[src/rtl/div_issue.sv]
// div_issue: issues one DIV/DIVU/REM/REMU op at a time to an external multi-cycle
// divider and returns the selected result. Optional watchdog abort: DIV_ISSUE_TIMEOUT_EN.
module div_issue #(
    parameter int unsigned WIDTH   = 32,
    parameter int unsigned TIMEOUT = 64
) (
    input  logic             clk_i,
    input  logic             rst_i,
    input  logic             req_valid_i,
    output logic             req_ready_o,
    input  logic [1:0]       req_op_i,
    input  logic [WIDTH-1:0] req_rs1_i,
    input  logic [WIDTH-1:0] req_rs2_i,
    input  logic [3:0]       req_tag_i,
    output logic             div_rst_o,
    output logic             div_valid_o,
    output logic             div_unsigned_o,
    output logic             div_out_type_o,
    output logic [WIDTH-1:0] div_n_o,
    output logic [WIDTH-1:0] div_d_o,
    input  logic             div_ready_i,
    input  logic [WIDTH-1:0] div_q_i,
    input  logic [WIDTH-1:0] div_r_i,
    input  logic [1:0]       div_error_i,
    output logic             rsp_valid_o,
    input  logic             rsp_ready_i,
    output logic [WIDTH-1:0] rsp_data_o,
    output logic [3:0]       rsp_tag_o,
    output logic [1:0]       rsp_err_o
);

    typedef enum logic [2:0] {
        IDLE,
        LOAD,
        ISSUE,
        WAIT,
        RESP
    } state_t;

    state_t           state;
    state_t           state_next;
    logic [1:0]       op_q;
    logic [WIDTH-1:0] rs1_q;
    logic [WIDTH-1:0] rs2_q;
    logic [3:0]       tag_q;
    logic [WIDTH-1:0] data_q;
    logic [1:0]       err_q;
    logic             abort;

`ifdef DIV_ISSUE_TIMEOUT_EN
    localparam int unsigned CNT_W = (TIMEOUT > 2) ? $clog2(TIMEOUT) : 2;

    logic [CNT_W-1:0] wd_cnt;

    always_ff @(posedge clk_i) begin
        if (!rst_i) begin
            wd_cnt <= '0;
        end else if (state == LOAD) begin
            wd_cnt <= '0;
        end else if (state == ISSUE || state == WAIT) begin
            wd_cnt <= wd_cnt + 1'b1;
        end
    end

    // A divider result arriving on the expiry cycle takes priority over the abort.
    assign abort = (state == WAIT) && !div_ready_i && (wd_cnt == CNT_W'(TIMEOUT - 1));
`else
    assign abort = 1'b0;
`endif

    always_ff @(posedge clk_i) begin
        if (!rst_i) begin
            state <= IDLE;
        end else begin
            state <= state_next;
        end
    end

    always_comb begin
        state_next = state;
        case (state)
            IDLE:    if (req_valid_i) state_next = LOAD;
            LOAD:    state_next = ISSUE;
            ISSUE:   state_next = WAIT;
            WAIT:    if (div_ready_i || abort) state_next = RESP;
            RESP:    if (rsp_ready_i) state_next = IDLE;
            default: state_next = IDLE;
        endcase
    end

    always_ff @(posedge clk_i) begin
        if (!rst_i) begin
            op_q   <= '0;
            rs1_q  <= '0;
            rs2_q  <= '0;
            tag_q  <= '0;
            data_q <= '0;
            err_q  <= '0;
        end else begin
            if (state == IDLE && req_valid_i) begin
                op_q  <= req_op_i;
                rs1_q <= req_rs1_i;
                rs2_q <= req_rs2_i;
                tag_q <= req_tag_i;
            end
            if (state == WAIT) begin
                if (div_ready_i) begin
                    data_q <= op_q[1] ? div_r_i : div_q_i;
                    if (rs2_q == '0) begin
                        err_q <= 2'b01;
                    end else if (div_error_i != '0) begin
                        err_q <= 2'b11;
                    end else begin
                        err_q <= 2'b00;
                    end
                end else if (abort) begin
                    data_q <= '1;
                    err_q  <= 2'b10;
                end
            end
        end
    end

    // Handshake outputs are gated by rst_i so they fall in the reset cycle itself.
    assign req_ready_o    = rst_i && (state == IDLE);
    assign div_valid_o    = rst_i && (state == ISSUE);
    assign rsp_valid_o    = rst_i && (state == RESP);
    assign div_rst_o      = !rst_i || (state == LOAD) || abort;
    assign div_unsigned_o = op_q[0];
    assign div_out_type_o = ~op_q[1];
    assign div_n_o        = rs1_q;
    assign div_d_o        = rs2_q;
    assign rsp_data_o     = data_q;
    assign rsp_tag_o      = tag_q;
    assign rsp_err_o      = err_q;

endmodule

[config.mk]
export PLATFORM = sky130hd
export DESIGN_NAME = div_issue
export DESIGN_NICKNAME = d
export VERILOG_FILES = /design/src/rtl/div_issue.sv
export SDC_FILE = /design/constraint.sdc
export NUM_CORES = 1
export LEC_CHECK = 0
export ABC_CLOCK_PERIOD_IN_PS = 1300
export BUFFER_PORTS_ARGS = -buffer_cell sky130_fd_sc_hd__buf_2
export CAP_MARGIN = 20
export CORE_ASPECT_RATIO = 1.25
export CORE_MARGIN = 2
export CORE_UTILIZATION = 44
export DETAILED_ROUTE_END_ITERATION = 8
export PLACE_DENSITY = 0.82
export SYNTH_ARGS = -nofsm -noshare
export SYNTH_HDL_FRONTEND = slang
export SYNTH_SLANG_ARGS = --single-unit
[constraint.sdc]
create_clock -name clk_i -period 1.3 [get_ports clk_i]
set_input_delay 0.065 -clock clk_i [delete_from_list [all_inputs] [get_ports clk_i]]
set_output_delay 0.065 -clock clk_i [all_outputs]
set_load 0.01 [all_outputs]
==> results of run 1 <==
layer usage:
metal,part of all wire [%],track usage [%],vias up
met5,0,0,-
met4,3.7,11.57,0
met3,7.0,6.567,45
met2,52,45.08,245
met1,38,25.39,2225
li1,-,-,2277
what timing repair did:
| item | 4_1_cts | 5_1_grt |
|---|---|---|
| pin swaps | 1 | 4 |
| setup endpoints to repair | 6 | 94 |
| hold endpoints to repair | 70 | 0 |
| hold buffers | 70 | 0 |
| buffers inserted | 1 | 1 |
| gates resized for setup | 5 | 17 |
| cloned | 0 | 5 |
power by group:
group | internal, W | switching (W) | leakage [nW]
logic | 0.000815 | 0.000762 | 2.62
registers | 0.00347 | 0.000131 | 0.875
clock network | 0.00160 | 0.00117 | 0.153
registers in the layout, summed over array words and instances, names as in the netlist:
name and cells:
rsp_data_o 32, rsp_tag_o 4, op_q 2, state 3, div_n_o 32, div_d_o 32, rsp_err_o 2
area by class of cell:
class,instances,area share (%)
inverter,1,0.05335
sequential,107,30.52
clock buffer,12,3.646
multi-input combinational,343,29.88
tap,126,2.241
clock inverter,4,0.6936
timing repair buffer,343,32.97
kinds of logic after synthesis:
kind of cell	after synthesis	share of synthesized area, %
buf+inv	39	4.956
mux	32	7.291
simple gates	203	18.80
flops	107	48.76
compound gates	108	20.19
critical path: stages, from the launching register on:
cell and delay [ns]:
sky130_fd_sc_hd__dfxtp_1 0.34, sky130_fd_sc_hd__nor4_2 0.29, sky130_fd_sc_hd__buf_4 0.15, sky130_fd_sc_hd__nand4_1 0.09, sky130_fd_sc_hd__nor2_2 0.14, sky130_fd_sc_hd__o221a_1 0.18
Yosys cell counts (all sizes together):
master	count
nand2	178
dfxtp	107
a21boi	70
mux2i	32
o211a	32
buf	28
clkbuf	10
nor4	8
nor2	5
nor2b	3
nand2b	2
nand4	2
a21oi	1
a31oi	1
and2	1
inv	1
nand3b	1
nor3	1
nor3b	1
nor4b	1
o21a	1
o21ai	1
o221a	1
o22ai	1
stage by stage:
stage	setup TNS (ns)	instances
after detailed placement	0	844
after floorplan	0	489
after global placement	0	844
final	0	936
after CTS	-0.009819	931
after global routing	-0.02316	936
how the worst max path moves through the flow:
stage	startpoint	endpoint	slack, ns	cells after the start
floorplan	state[1]	rsp_err_o[0]	0.13	5
CTS	state[0]	rsp_valid_o	-0.01	4
detailed placement	state[1]	div_d_o[13]	0.005	5
global placement	state[1]	div_d_o[0]	0.07	5
global route	state[1]	div_d_o[13]	-0.01	5
finish	div_d_o[31]	rsp_err_o[0]	0.05	5
==> implementation parameters, run 1 <==
Parameter                              Value

Logic synthesis
  Gate count of the mapped netlist    489
  Total number of yosys warnings    0
  Number of register bits inferred by synthesis    107
  Portion of the post-synthesis area used by sequential elements    48.76%
  Cells taking the most area after synthesis    sky130_fd_sc_hd__dfxtp_1 (49%), sky130_fd_sc_hd__nand2_1 (15%), sky130_fd_sc_hd__a21boi_1 (12%)
  Mean cell area of the mapped netlist    8.984 um^2
  Summed instance area of the synthesized netlist    4393 um^2
  Synth unique cells    28
  Top cell type by total area after synthesis    sky130_fd_sc_hd__dfxtp_1
  Area fraction of the dominant cell type after synthesis    48.76%
  Net Count, Synth    630

Hold path
  Worst min-delay path class    in2reg
  Hold path depth    3
  Startpoint of the tightest hold check path    req_rs2_i[26]
  End point of the most critical hold path    div_d_o[26]

Route
  Detailed-route DRC error count    0
  Number of design-rule violations left by the first detailed-router iteration    184
  DR vias/cell    5.120
  WL/cell    15.85 um
  Router iterations before antenna repair    4
  DRT antenna net count    0
  Routed wire length    14840 um
  Count of vias placed by the detailed router    4792

Critical path
  Kind of critical path    reg2reg
  Critical Path End Type    flop
  Startpoint of the lowest-slack register-to-register path    div_d_o[31]
  WP data arrival    1.54 ns
  Data required time of the critical path    1.59 ns
  Worst reg2reg endpoint    rsp_err_o[0]
  CP Launch Type    flop
  Critical path fanouts, max    3
  Worst Reg-to-Reg Cells    5
  Register-to-Register Setup Slack    0.05 ns

Flow run
  Number of maximum-capacitance constraint violations    0

Global route
  Global-route congestion overflow total    0
  Vias in the first global route    4572
  Antenna violations before repair    0
  Pin count of the biggest net entering global routing    49
  Total global-route track usage    24.37%
  Global-route wire length before repair    20890 um

Die
  Core ar.    9659 um^2
  Total Die Area    10800 um^2
  Chip height    115.7 um
  Number of primary I/O pins    249
  Effective utilization at floorplan    45.48%
  Width of the die    93.37 um
  Number of core rows    40

Cells and area
  Diodes inserted    0
  Area added between synthesis and finish    60.15%
  Utilization after layout    72.84%
  Ratio of cells with drive above 1 in the final layout    37.90%
  Register area    2147 um^2
  Most common library cell in the layout ignoring fill and taps    sky130_fd_sc_hd__buf_2
  Design area    7036 um^2
  Number of fill cells in the layout    674
  Final net count    946
  Commonest cells after routing, fill and taps aside    sky130_fd_sc_hd__buf_2 (248), sky130_fd_sc_hd__nand2_1 (177), sky130_fd_sc_hd__dfxtp_1 (103), sky130_fd_sc_hd__a21boi_1 (70), sky130_fd_sc_hd__dlygate4sd3_1 (70)
  Area of the multi-input gates    2102 um^2

Clock network
  Insertion delay to the later sink of the worst-skew pair    0.34 ns
  Root Buffer    sky130_fd_sc_hd__clkbuf_16
  Clock tree from TritonCTS    built
  Max clock buf depth    2
  Number of H-tree levels    3
  Clock sink total    107
  CTS clock-pin slew for the worst setup and hold paths    0.07 ns
  Clock buffer count from CTS    9

Placed design
  Pre-CTS worst setup slack    0.004637 ns
  Port buffer count    248
  Dpl cell area    5801 um^2
  Last weighted congestion value of the routability-driven placer    0.8403
  Final HPWL from detailed placement    9182 um

Pwr
  Power per cell area    1129 nW/um^2
  Leakage power of the design    3.648 nW
  VDD IR-drop max    792.5 uV
  Power Total    0.007943 W

STA
  Final period util    96.42%
  Worst hold margin    0.02127 ns
  Headroom to the max-slew limit    78.39%
  Pins Over Slew Limit    0
  Number of endpoints failing setup at the final stage    0
  Fmax achieved    797.8 MHz
  Slew @ Worst Pin    0.3196 ns
  Hold Vio Cnt, Final    0
  Setup slack of the critical path after layout    0.04649 ns
  Min Clock Period, post-route    1.254 ns
  Worst clock skew    0.005584 ns

Outcome
  Run status    finished, final reports clean
Note: power is estimated with default switching activity, not from simulation.
==> inputs of run 2 (changes only) <==
- ABC_AREA: unset -> 1
- CORE_UTILIZATION: 44 -> 43
==> run 2 against run 1 <==
The run now ends with hold timing, setup timing left. Critical path depth shrank 2. Global-route usage grew 3.6 points. Highest routed layer unchanged. Hold slack lost 0.030 ns. Routed wire length grew 5.2%. Synthesized cell count grew 11%. Core utilization grew 0.29 points. Largest power group unchanged. Clock-buffer cell count shrank 1. Fmax shrank 4.6%. Register-to-register slack lost 0.03 ns. First-iteration DRC count grew 21%.
==> implementation parameters, run 2 <==
Parameter                              Value

Clock network
  CTS clock-pin slew for the worst setup and hold paths    0.07 ns
  Clock buffer count from CTS    9
  Number of H-tree levels    3
  Clock sink total    107
  Root Buffer    sky130_fd_sc_hd__clkbuf_16
  Clock tree from TritonCTS    built
  Max clock buf depth    2
  Insertion delay to the later sink of the worst-skew pair    0.34 ns

Pwr
  Power per cell area    1215 nW/um^2
  VDD IR-drop max    626.4 uV
  Leakage power of the design    3.366 nW
  Switching part of the total    29.71%
  Reg power frac    44.9%
  Clock network fraction of total power    30.0%
  Net switching power of the design    0.002510 W
  Combinational power share    25.1%
  Int Power    0.005938 W

Logic synthesis
  Synth unique cells    22
  Most numerous cell in the Yosys netlist    sky130_fd_sc_hd__dfxtp_1
  Portion of the post-synthesis area used by sequential elements    51.47%
  Asr flop ratio synth    0%
  Total number of yosys warnings    0
  Cells taking the most area after synthesis    sky130_fd_sc_hd__dfxtp_1 (51%), sky130_fd_sc_hd__o21ai_0 (10%), sky130_fd_sc_hd__a21oi_1 (8.5%)
  Top cell type by total area after synthesis    sky130_fd_sc_hd__dfxtp_1
  Area fraction of the dominant cell type after synthesis    51.47%
  Mean cell area of the mapped netlist    7.636 um^2
  Number of enable flip-flop cells after synthesis    0
  Number of register bits inferred by synthesis    107
  Gate count of the mapped netlist    545
  Net Count, Synth    686
  Summed instance area of the synthesized netlist    4161 um^2
  Dominant synthesized flop cell    sky130_fd_sc_hd__dfxtp_1
  List of most frequent post-synthesis cells    sky130_fd_sc_hd__dfxtp_1 (107), sky130_fd_sc_hd__o21ai_0 (87), sky130_fd_sc_hd__nand2_1 (77)

Placed design
  Port buffer count    248
  Final HPWL from detailed placement    8662 um
  Last weighted congestion value of the routability-driven placer    0.7905
  Dpl cell area    5597 um^2
  Pre-CTS worst setup slack    0.01530 ns
  Placed instance count    896

Global route
  Global-route congestion overflow total    0
  Met3 track utilization from global routing    8.785%
  Met2 track utilization from global routing    48.77%
  Met1 track demand over resource    31.97%
  Global-route wire length before repair    23230 um
  Total global-route track usage    28.01%
  Antenna violations before repair    0
  Pin count of the biggest net entering global routing    50
  Most Used Layer, Global Route    met2
  Vias in the first global route    4792

Cells and area
  Diodes inserted    0
  Commonest cells after routing, fill and taps aside    sky130_fd_sc_hd__buf_2 (247), sky130_fd_sc_hd__dfxtp_1 (104), sky130_fd_sc_hd__dlygate4sd3_1 (85), sky130_fd_sc_hd__nand2_1 (75)
  Final net count    1014
  Final Instance Count excl. Fillers    1004
  Utilization after layout    73.13%
  Most common library cell in the layout ignoring fill and taps    sky130_fd_sc_hd__buf_2
  Design area    6954 um^2
  Ratio of cells with drive above 1 in the final layout    36.10%
  Area added between synthesis and finish    67.11%

Die
  Number of core rows    40
  Number of primary I/O pins    249
  Core ar.    9509 um^2
  Chip height    114.0 um
  Width of the die    91.99 um
  Effective utilization at floorplan    43.76%
  Total Die Area    10490 um^2

Critical path
  Worst reg2reg endpoint    div_n_o[1]
  Critical path fanouts, max    4
  CP Launch Type    flop
  Ordered cell list for the critical path    buf_6, nor4_2, buf_2
  WP data arrival    1.25 ns
  Worst Reg-to-Reg Cells    6
  Critical Path End Type    output port
  Register-to-Register Setup Slack    0.02 ns
  Data required time of the critical path    1.24 ns
  Kind of critical path    reg2out
  Startpoint of the lowest-slack register-to-register path    state[1]
  Largest stage delay on the critical path    0.35 ns
  Cell with the largest stage delay on the worst path    sky130_fd_sc_hd__dfxtp_2

STA
  Setup slack of the critical path after layout    -0.01326 ns
  Slew @ Worst Pin    0.2733 ns
  Number of endpoints failing setup at the final stage    1
  Worst clock skew    0.006572 ns
  Headroom to the max-slew limit    81.76%
  Pins Over Slew Limit    0
  Hold Vio Cnt, Final    12
  Worst hold margin    -0.008776 ns
  Fmax achieved    761.5 MHz
  Unrepaired setup endpoints after global routing    true
  Post-Route Setup TNS    -0.01326 ns
  Min Clock Period, post-route    1.313 ns
  Final period util    101.0%

Hold path
  End point of the most critical hold path    div_d_o[31]
  Hold path depth    3
  Startpoint of the tightest hold check path    req_rs2_i[31]
  Worst min-delay path class    in2reg

Route
  Count of vias placed by the detailed router    5085
  Routed wire length    15600 um
  Number of design-rule violations left by the first detailed-router iteration    222
  DR vias/cell    5.065
  Detailed-route DRC error count    0
  WL/cell    15.54 um
  DRT antenna net count    0
  Router iterations before antenna repair    7

Outcome
  Run status    finished, violations left
  Violated checks    hold timing, setup timing

Flow run
  Number of maximum-capacitance constraint violations    0
-- run 2: changes by cell type in the layout (fill, tap and decap cells not counted), sizes merged, moves of 8 or more --
cell | previous run | this run
nand3 | 0 | 8
mux2i | 32 | 0
o211a | 32 | 0
dlygate4sd3 | 70 | 85
nor2 | 5 | 24
a21oi | 1 | 71
nand2 | 178 | 77
a31oi | 1 | 33
inv | 1 | 76
a21boi | 70 | 0
o21ai | 1 | 104
-- run 2: power by group through the flow --
stage	clock, W	sequential, W	combinational [W]
detailed placement	0	0.00385	0.00170
CTS	0.00262	0.00378	0.00193
global route	0.00275	0.00382	0.00231
finish	0.00254	0.00379	0.00212
floorplan	0	0.00399	0.000764
global placement	0	0.00384	0.00168
-- run 2: kinds of logic after synthesis --
| kind of cell | synth area share, % |
|---|---|
| compound gates | 26.19 |
| flops | 51.47 |
| simple gates | 11.00 |
| buf+inv | 11.33 |
-- run 2: routing by layer --
metal / vias to the layer above / part of all wire (%)
met2: 309 / 50
met3: 42 / 10
li1: 2466 / -
met5: - / 0
met1: 2268 / 37
met4: 0 / 2.7
-- run 2: worst max path at each step --
stage                         from              to  slack, ns  cells after the start
after CTS                 state[2]  rsp_data_o[19]     -0.009                      6
after detailed placement  state[2]   rsp_data_o[8]       0.02                      6
after global placement    state[2]  rsp_data_o[31]       0.09                      6
final                     state[0]     rsp_valid_o      -0.01                      3
after floorplan           state[0]     div_d_o[23]       0.08                      6
after global routing      state[0]     div_valid_o      -0.07                      5
-- run 2: stage by stage --
step | hold WS [ns] | power [W]
2_1_floorplan | 0.2259 | 0.004752
6_report | -0.008776 | 0.008448
3_5_place_dp | 0.3339 | 0.005558
3_3_place_gp | 0.3325 | 0.005517
4_1_cts | 0.0004456 | 0.008333
5_1_grt | 0.00002051 | 0.008891
-- run 2: final cells by class --
type                            count  area [um^2]
Clock inverter                      5        36.28
Multi-Input combinational cell    322         1638
Fill cell                         715         2555
Timing Repair Buffer              357         2436
Clock buffer                       11        242.7
Inverter                           76        292.8
Sequential cell                   107         2151
Tap cell                          126        157.7
-- run 2: worst max-delay path: cells and delay by family, from the launching register on --
family	cells	cell delay (ns)
buffers and inverters	2	0.31
DFF	1	0.35
and+or+nand+nor	1	0.25
-- run 2: repair_timing --
item,4_1_cts,5_1_grt
buffers inserted,3,1
cloned,1,2
hold endpoints to repair,50,6
hold buffers,79,6
endpoints found under the setup margin,4,104
pin swaps,2,1
gates resized for setup,9,87
